**src/rtl/axa_adder.sv**
```systemverilog
// axa_adder: element-wise 2x2 matrix addition C = A + B in IEEE-754 binary32.
// One shared round-to-nearest-even adder evaluates C11, C12, C21, C22 on
// consecutive cycles. output_Stable marks a complete result, which is held
// until the consumer acknowledges it.
// Build option: define AXA_DENORMAL_EN for gradual underflow. Without it,
// subnormal operands are read as signed zero and subnormal results are
// flushed to signed zero.
module axa_adder (
    input  logic        input_Clk,
    input  logic        input_Reset,
    input  logic        input_Start,
    input  logic        input_C_Ack,
    input  logic [31:0] input_A11,
    input  logic [31:0] input_A12,
    input  logic [31:0] input_A21,
    input  logic [31:0] input_A22,
    input  logic [31:0] input_B11,
    input  logic [31:0] input_B12,
    input  logic [31:0] input_B21,
    input  logic [31:0] input_B22,
    output logic        output_Stable,
    output logic [31:0] output_C11,
    output logic [31:0] output_C12,
    output logic [31:0] output_C21,
    output logic [31:0] output_C22
);

    typedef enum logic [1:0] {S_IDLE, S_CALC, S_DONE} state_t;

    state_t      state_q, state_d;
    logic        load_en, calc_en;
    logic [31:0] a_q [4];
    logic [31:0] b_q [4];
    logic [31:0] c_q [4];
    logic [1:0]  idx_q;
    logic        stable_q;
    logic [31:0] sum;

    // Binary32 addition, round to nearest even. The smaller operand is
    // aligned into a 27-bit field (24 significand bits + guard, round,
    // sticky) before the add/subtract.
    function automatic logic [31:0] fp_add(input logic [31:0] a, input logic [31:0] b);
        logic               sa, sb, sx, sy;
        logic               nan_a, nan_b, inf_a, inf_b, za, zb;
        logic [7:0]         ea, eb, ex, ey, d;
        logic [23:0]        siga, sigb, sigx, sigy;
        logic [5:0]         dsh;
        logic [49:0]        wide;
        logic [26:0]        ax, ay, m;
        logic [27:0]        s28;
        logic [4:0]         lz, sh;
        logic               found, rup;
        logic [24:0]        mant25;
        logic [23:0]        mant;
        logic signed [9:0]  e;

        sa    = a[31];
        sb    = b[31];
        nan_a = (a[30:23] == 8'hFF) && (a[22:0] != 23'd0);
        nan_b = (b[30:23] == 8'hFF) && (b[22:0] != 23'd0);
        inf_a = (a[30:23] == 8'hFF) && (a[22:0] == 23'd0);
        inf_b = (b[30:23] == 8'hFF) && (b[22:0] == 23'd0);
`ifdef AXA_DENORMAL_EN
        // Subnormals share the minimum exponent and carry no hidden bit.
        za   = (a[30:23] == 8'd0) && (a[22:0] == 23'd0);
        zb   = (b[30:23] == 8'd0) && (b[22:0] == 23'd0);
        ea   = (a[30:23] == 8'd0) ? 8'd1 : a[30:23];
        eb   = (b[30:23] == 8'd0) ? 8'd1 : b[30:23];
        siga = {a[30:23] != 8'd0, a[22:0]};
        sigb = {b[30:23] != 8'd0, b[22:0]};
`else
        // Any zero exponent field reads as a signed zero.
        za   = (a[30:23] == 8'd0);
        zb   = (b[30:23] == 8'd0);
        ea   = a[30:23];
        eb   = b[30:23];
        siga = {1'b1, a[22:0]};
        sigb = {1'b1, b[22:0]};
`endif

        if (nan_a || nan_b || (inf_a && inf_b && (sa != sb)))
            return 32'h7FC00000;
        if (inf_a)
            return {sa, 8'hFF, 23'd0};
        if (inf_b)
            return {sb, 8'hFF, 23'd0};
        if (za && zb)
            return {sa & sb, 31'd0};
        if (za)
            return b;
        if (zb)
            return a;

        // x is the operand of larger magnitude and fixes the result sign.
        if ({ea, siga} >= {eb, sigb}) begin
            sx = sa; ex = ea; sigx = siga;
            sy = sb; ey = eb; sigy = sigb;
        end else begin
            sx = sb; ex = eb; sigx = sigb;
            sy = sa; ey = ea; sigy = siga;
        end

        // Align; every bit shifted past the round position folds into sticky.
        d    = ex - ey;
        dsh  = (d > 8'd49) ? 6'd49 : d[5:0];
        wide = {sigy, 26'd0} >> dsh;
        ax   = {sigx, 3'b000};
        ay   = {wide[49:24], |wide[23:0]};
        e    = signed'({2'b00, ex});

        if (sx == sy) begin
            s28 = {1'b0, ax} + {1'b0, ay};
            if (s28[27]) begin
                m = {s28[27:2], s28[1] | s28[0]};
                e = e + 10'sd1;
            end else begin
                m = s28[26:0];
            end
        end else begin
            s28 = '0;
            m   = ax - ay;
        end

        if (m == 27'd0)
            return 32'h00000000;

        // Renormalise after cancellation.
        lz    = 5'd0;
        found = 1'b0;
        for (int i = 26; i >= 0; i--) begin
            if (!found) begin
                if (m[i]) found = 1'b1;
                else      lz    = lz + 5'd1;
            end
        end
`ifdef AXA_DENORMAL_EN
        // Stop at the minimum exponent: the result becomes subnormal.
        if (signed'({5'b00000, lz}) >= e) sh = 5'(e - 10'sd1);
        else                              sh = lz;
        m = m << sh;
        e = e - signed'({5'b00000, sh});
`else
        sh = lz;
        m  = m << sh;
        e  = e - signed'({5'b00000, sh});
        if (e < 10'sd1)
            return {sx, 31'd0};
`endif

        rup    = m[2] & (m[1] | m[0] | m[3]);
        mant25 = {1'b0, m[26:3]} + {24'd0, rup};
        if (mant25[24]) begin
            mant = mant25[24:1];
            e    = e + 10'sd1;
        end else begin
            mant = mant25[23:0];
        end

        if (e >= 10'sd255)
            return {sx, 8'hFF, 23'd0};
        // A missing hidden bit means a subnormal encoding (exponent field 0).
        return {sx, mant[23] ? e[7:0] : 8'h00, mant[22:0]};
    endfunction

    // State register
    always_ff @(posedge input_Clk) begin
        if (input_Reset) state_q <= S_IDLE;
        else             state_q <= state_d;
    end

    // Next-state logic: Start only matters in IDLE, C_Ack only in DONE
    always_comb begin
        state_d = state_q;
        unique case (state_q)
            S_IDLE:  if (input_Start)    state_d = S_CALC;
            S_CALC:  if (idx_q == 2'd3)  state_d = S_DONE;
            S_DONE:  if (input_C_Ack)    state_d = S_IDLE;
            default:                     state_d = S_IDLE;
        endcase
    end

    // Output decode: datapath strobes
    always_comb begin
        load_en = (state_q == S_IDLE) && input_Start;
        calc_en = (state_q == S_CALC);
    end

    // Shared adder works on the element selected by the index
    always_comb begin
        sum = fp_add(a_q[idx_q], b_q[idx_q]);
    end

    // Operand capture and element index
    always_ff @(posedge input_Clk) begin
        if (input_Reset) begin
            for (int i = 0; i < 4; i++) begin
                a_q[i] <= 32'd0;
                b_q[i] <= 32'd0;
            end
            idx_q <= 2'd0;
        end else if (load_en) begin
            a_q[0] <= input_A11;
            a_q[1] <= input_A12;
            a_q[2] <= input_A21;
            a_q[3] <= input_A22;
            b_q[0] <= input_B11;
            b_q[1] <= input_B12;
            b_q[2] <= input_B21;
            b_q[3] <= input_B22;
            idx_q  <= 2'd0;
        end else if (calc_en) begin
            idx_q <= idx_q + 2'd1;
        end
    end

    // Result registers, one element written per CALC cycle
    always_ff @(posedge input_Clk) begin
        if (input_Reset) begin
            for (int i = 0; i < 4; i++) c_q[i] <= 32'd0;
        end else if (calc_en) begin
            c_q[idx_q] <= sum;
        end
    end

    // Stable flag registered alongside the DONE state
    always_ff @(posedge input_Clk) begin
        if (input_Reset) stable_q <= 1'b0;
        else             stable_q <= (state_d == S_DONE);
    end

    assign output_Stable = stable_q;
    assign output_C11    = c_q[0];
    assign output_C12    = c_q[1];
    assign output_C21    = c_q[2];
    assign output_C22    = c_q[3];

endmodule

```
**config.mk**
```make
export PLATFORM = sky130hd
export DESIGN_NAME = axa_adder
export DESIGN_NICKNAME = d
export VERILOG_FILES = /design/src/rtl/axa_adder.sv
export SDC_FILE = /design/constraint.sdc
export NUM_CORES = 1
export LEC_CHECK = 0
export ABC_AREA = 1
export BUFFER_PORTS_ARGS = -buffer_cell sky130_fd_sc_hd__clkbuf_2
export CORE_UTILIZATION = 59
export DETAILED_ROUTE_END_ITERATION = 10
export HOLD_SLACK_MARGIN = 0.03
export PLACE_DENSITY_LB_ADDON = 0.2
export SLEW_MARGIN = 25
export SYNTH_ARGS = -nofsm -noshare
export SYNTH_HDL_FRONTEND = slang
export SYNTH_SLANG_ARGS = --single-unit
```
**constraint.sdc**
```tcl
create_clock -name input_Clk -period 29.8 [get_ports input_Clk]
set_clock_uncertainty 0.05 [all_clocks]
set_input_delay 2.98 -clock input_Clk [delete_from_list [all_inputs] [get_ports input_Clk]]
set_output_delay 2.98 -clock input_Clk [all_outputs]
set_load 0.1 [all_outputs]
```
==> flow_metrics.tcl <==
set metrics [dict create \
    status "finished clean" \
    layout.nets 4936 \
    crit_arrival_ns 26.94 \
    regArea_mm2 0.0117 \
    track_usage 0.364 \
    p_total_mw 3.93 \
    max_stage_delay_ns 0.94 \
    dp_hpwl_um 76400 \
    drtIter0Drc 3095 \
    fin_tns_setup_ns 0 \
    drive_above_1_share 0.153 \
    cts_inserted_buffers 41 \
    htree_levels 2 \
    synth.avg_cell_area_um2 7.19 \
    cp-end-kind "flop" \
    hp-start "idx_q[0]" \
    critical_path_class "flop to flop" \
    die_w_um 230 \
    leakage_nw 17.1 \
    rr_worst_depth 147 \
    hold_viol_final 0 \
    final_cell_count_no_fill 5272 \
    ys.flop_type "edfxtp_1" \
    drt_wl_total_um 98500 \
    ys.warnings.count 0 \
    cts_resized 0 \
    clock_path_buffers 3 \
    synth-seq-cells 391 \
    timing.slew.headroom 0.250 \
    syn_inst 4273 \
    drtPass1Iterations 6 \
    setup-violations-final 0 \
    worstMarginPinSlew_ns 1.12 \
    slew_violations 0 \
    gp_congestion 1.11 \
    viasPerCell 5.67 \
    rows 83 \
    yosys.cell_types.count 78 \
    route.detailed.wl_per_inst_um 18.7 \
    holdBufCountCts 0 \
    cp-start-kind "flop" \
    grt_overflow 0 \
    cts_setup_buffers 0 \
    synth_edf_count 384 \
    start_util 0.598 \
    cts_tree "built" \
    peakVddDrop_uv 66.1 \
    antenna_found_initial 0 \
    final_cell_mix "nand2_1 (963), inv_1 (672), nor2_1 (604), clkbuf_2 (388), edfxtp_1 (384)" \
    stdcell_area_mm2 0.0341 \
    seq_area_frac_synth 0.380 \
    cap_violations 0 \
    cp.required_ns 30.17 \
    n_fill_cell 4500 \
    synth_top_cell_by_area "edfxtp_1" \
    cpMostUsedCell "nand2_1" \
    worst_path_max_delay_cell "a32oi_1" \
    syn_nets 4648 \
    clock_sinks 391 \
    drc 0 \
    coreArea_mm2 0.0514 \
    multiInputGateArea_mm2 0.0153 \
    netlist.area_leader.share 0.375 \
    port_buffers 388 \
    grt_pass1_vias 27604 \
    power_density_mw_per_mm2 115 \
    syn2layout_area_growth_pct 10.9 \
    placed_area_mm2 0.0328 \
    hold_class "flop to flop" \
    grt_max_degree 199 \
    min_period_ns 26.57 \
    root_buffer "clkbuf_16" \
    holdPathEnd "idx_q[0]" \
    netlist_area_mm2 0.0307 \
    ant_nets 0 \
    clock_latency_ns 0.57 \
    die_y_um 230 \
    cp_max_fo 74 \
    clk_transition_reported_paths_ns 0.06 \
    dieArea_mm2 0.0530 \
    ys_top_cells_by_area "edfxtp_1 (38%), nand2_1 (12%), inv_1 (8.2%)" \
    rsz0062_at_grt "no" \
    vias 29880 \
    rr_endpoint "c_q[0][17]" \
    dpl.cell_count 5198 \
    layout_commonest_cell "nand2_1" \
    pin_count 389 \
    async_flop_share 0 \
    grt_first_pass_wirelength_um 151000 \
    antenna_cells 0 \
    min_path_cells 2 \
    fmax_mhz 37.6 \
    ff2ff_setup_slack_ns 3.23 \
    fin_crit_sh 0.892 \
]
==> layout make-up <==
type                    instances  area share
clock inverters                25     0.00598
repair buffers                416      0.0635
well taps                     680      0.0250
multi-input cells            2972       0.449
clock buffers                  49      0.0322
inverters                     739      0.0818
flip-flops and latches        391       0.343
==> cells in the mapped netlist, types with 17 or more instances <==
master / number
o22ai_1: 32
buf_4: 29
edfxtp_1: 384
nand3_2: 17
nand2_1: 965
a21oi_1: 215
nand4_1: 87
inv_2: 52
clkbuf_1: 79
nor2_2: 26
xor2_1: 52
inv_1: 672
ha_1: 113
nand2_2: 58
buf_2: 18
o21ai_0: 168
o21ai_1: 34
nor2_1: 604
a32oi_1: 42
nand3_1: 328
buf_6: 17
nor3_1: 27
==> cell families (layout without fill, tap and decap cells) <==
group,count (synthesis),count (layout),synth area share
AND/OR/NAND/NOR,2196,2196,0.316
buffers and inverters,910,1229,0.124
AO/OA/AOI/OAI,594,594,0.114
flip-flops,391,391,0.380
adder cells (fa/ha/maj),115,115,0.0473
XOR/XNOR,65,65,0.0185
multiplexers,2,2,0.000651
==> layer usage <==
layer / track usage / wire length [um] / vias up
li1: - / - / 14484
met1: 0.488 / 40200 / 13684
met2: 0.599 / 45900 / 1522
met3: 0.0533 / 8920 / 190
met4: 0.130 / 3460 / 0
met5: 0 / 0 / -
==> flip-flops by register name, summed over array words and instances, names as in the netlist, named ones only <==
register       cells
a_q              128
b_q              128
c_q              128
idx_q              2
state_q            2
output_Stable      1
==> worst max-delay path: cells and delay by family, from the launching register on <==
family / cells / cell delay, ns
buffers and inverters: 20 / 3.31
flip-flops: 1 / 0.68
adder cells (fa/ha/maj): 19 / 5.38
AND/OR/NAND/NOR: 78 / 10.57
AO/OA/AOI/OAI: 30 / 6.30
==> metrics by stage <==
step | hold slack [ns] | utilization | worst slack (ns)
global placement | 0.475 | 0.638 | 4.12
detailed placement | 0.484 | 0.638 | 3.75
finish | 0.503 | 0.663 | 3.23
floorplan | 0.434 | - | 9.03
CTS | 0.495 | 0.663 | 3.64
global route | 0.525 | 0.663 | 0.852
==> worst max path at each step <==
stage / start / endpoint / slack [ns] / depth (start not counted)
finish: flop / c_q[0][17] / 3.23 / 147
CTS: flop / c_q[0][17] / 3.64 / 147
global route: flop / c_q[0][17] / 0.85 / 147
detailed placement: flop / c_q[0][17] / 3.75 / 143
floorplan: flop / c_q[0][10] / 9.03 / 150
global placement: flop / c_q[2][20] / 4.12 / 146
==> report_power, final <==
group,switching (mW),internal (mW)
combinational,1.99,0.775
sequential,0.0149,0.658
clock,0.218,0.282
total,2.22,1.72
Note: power is estimated with default switching activity, not from simulation.
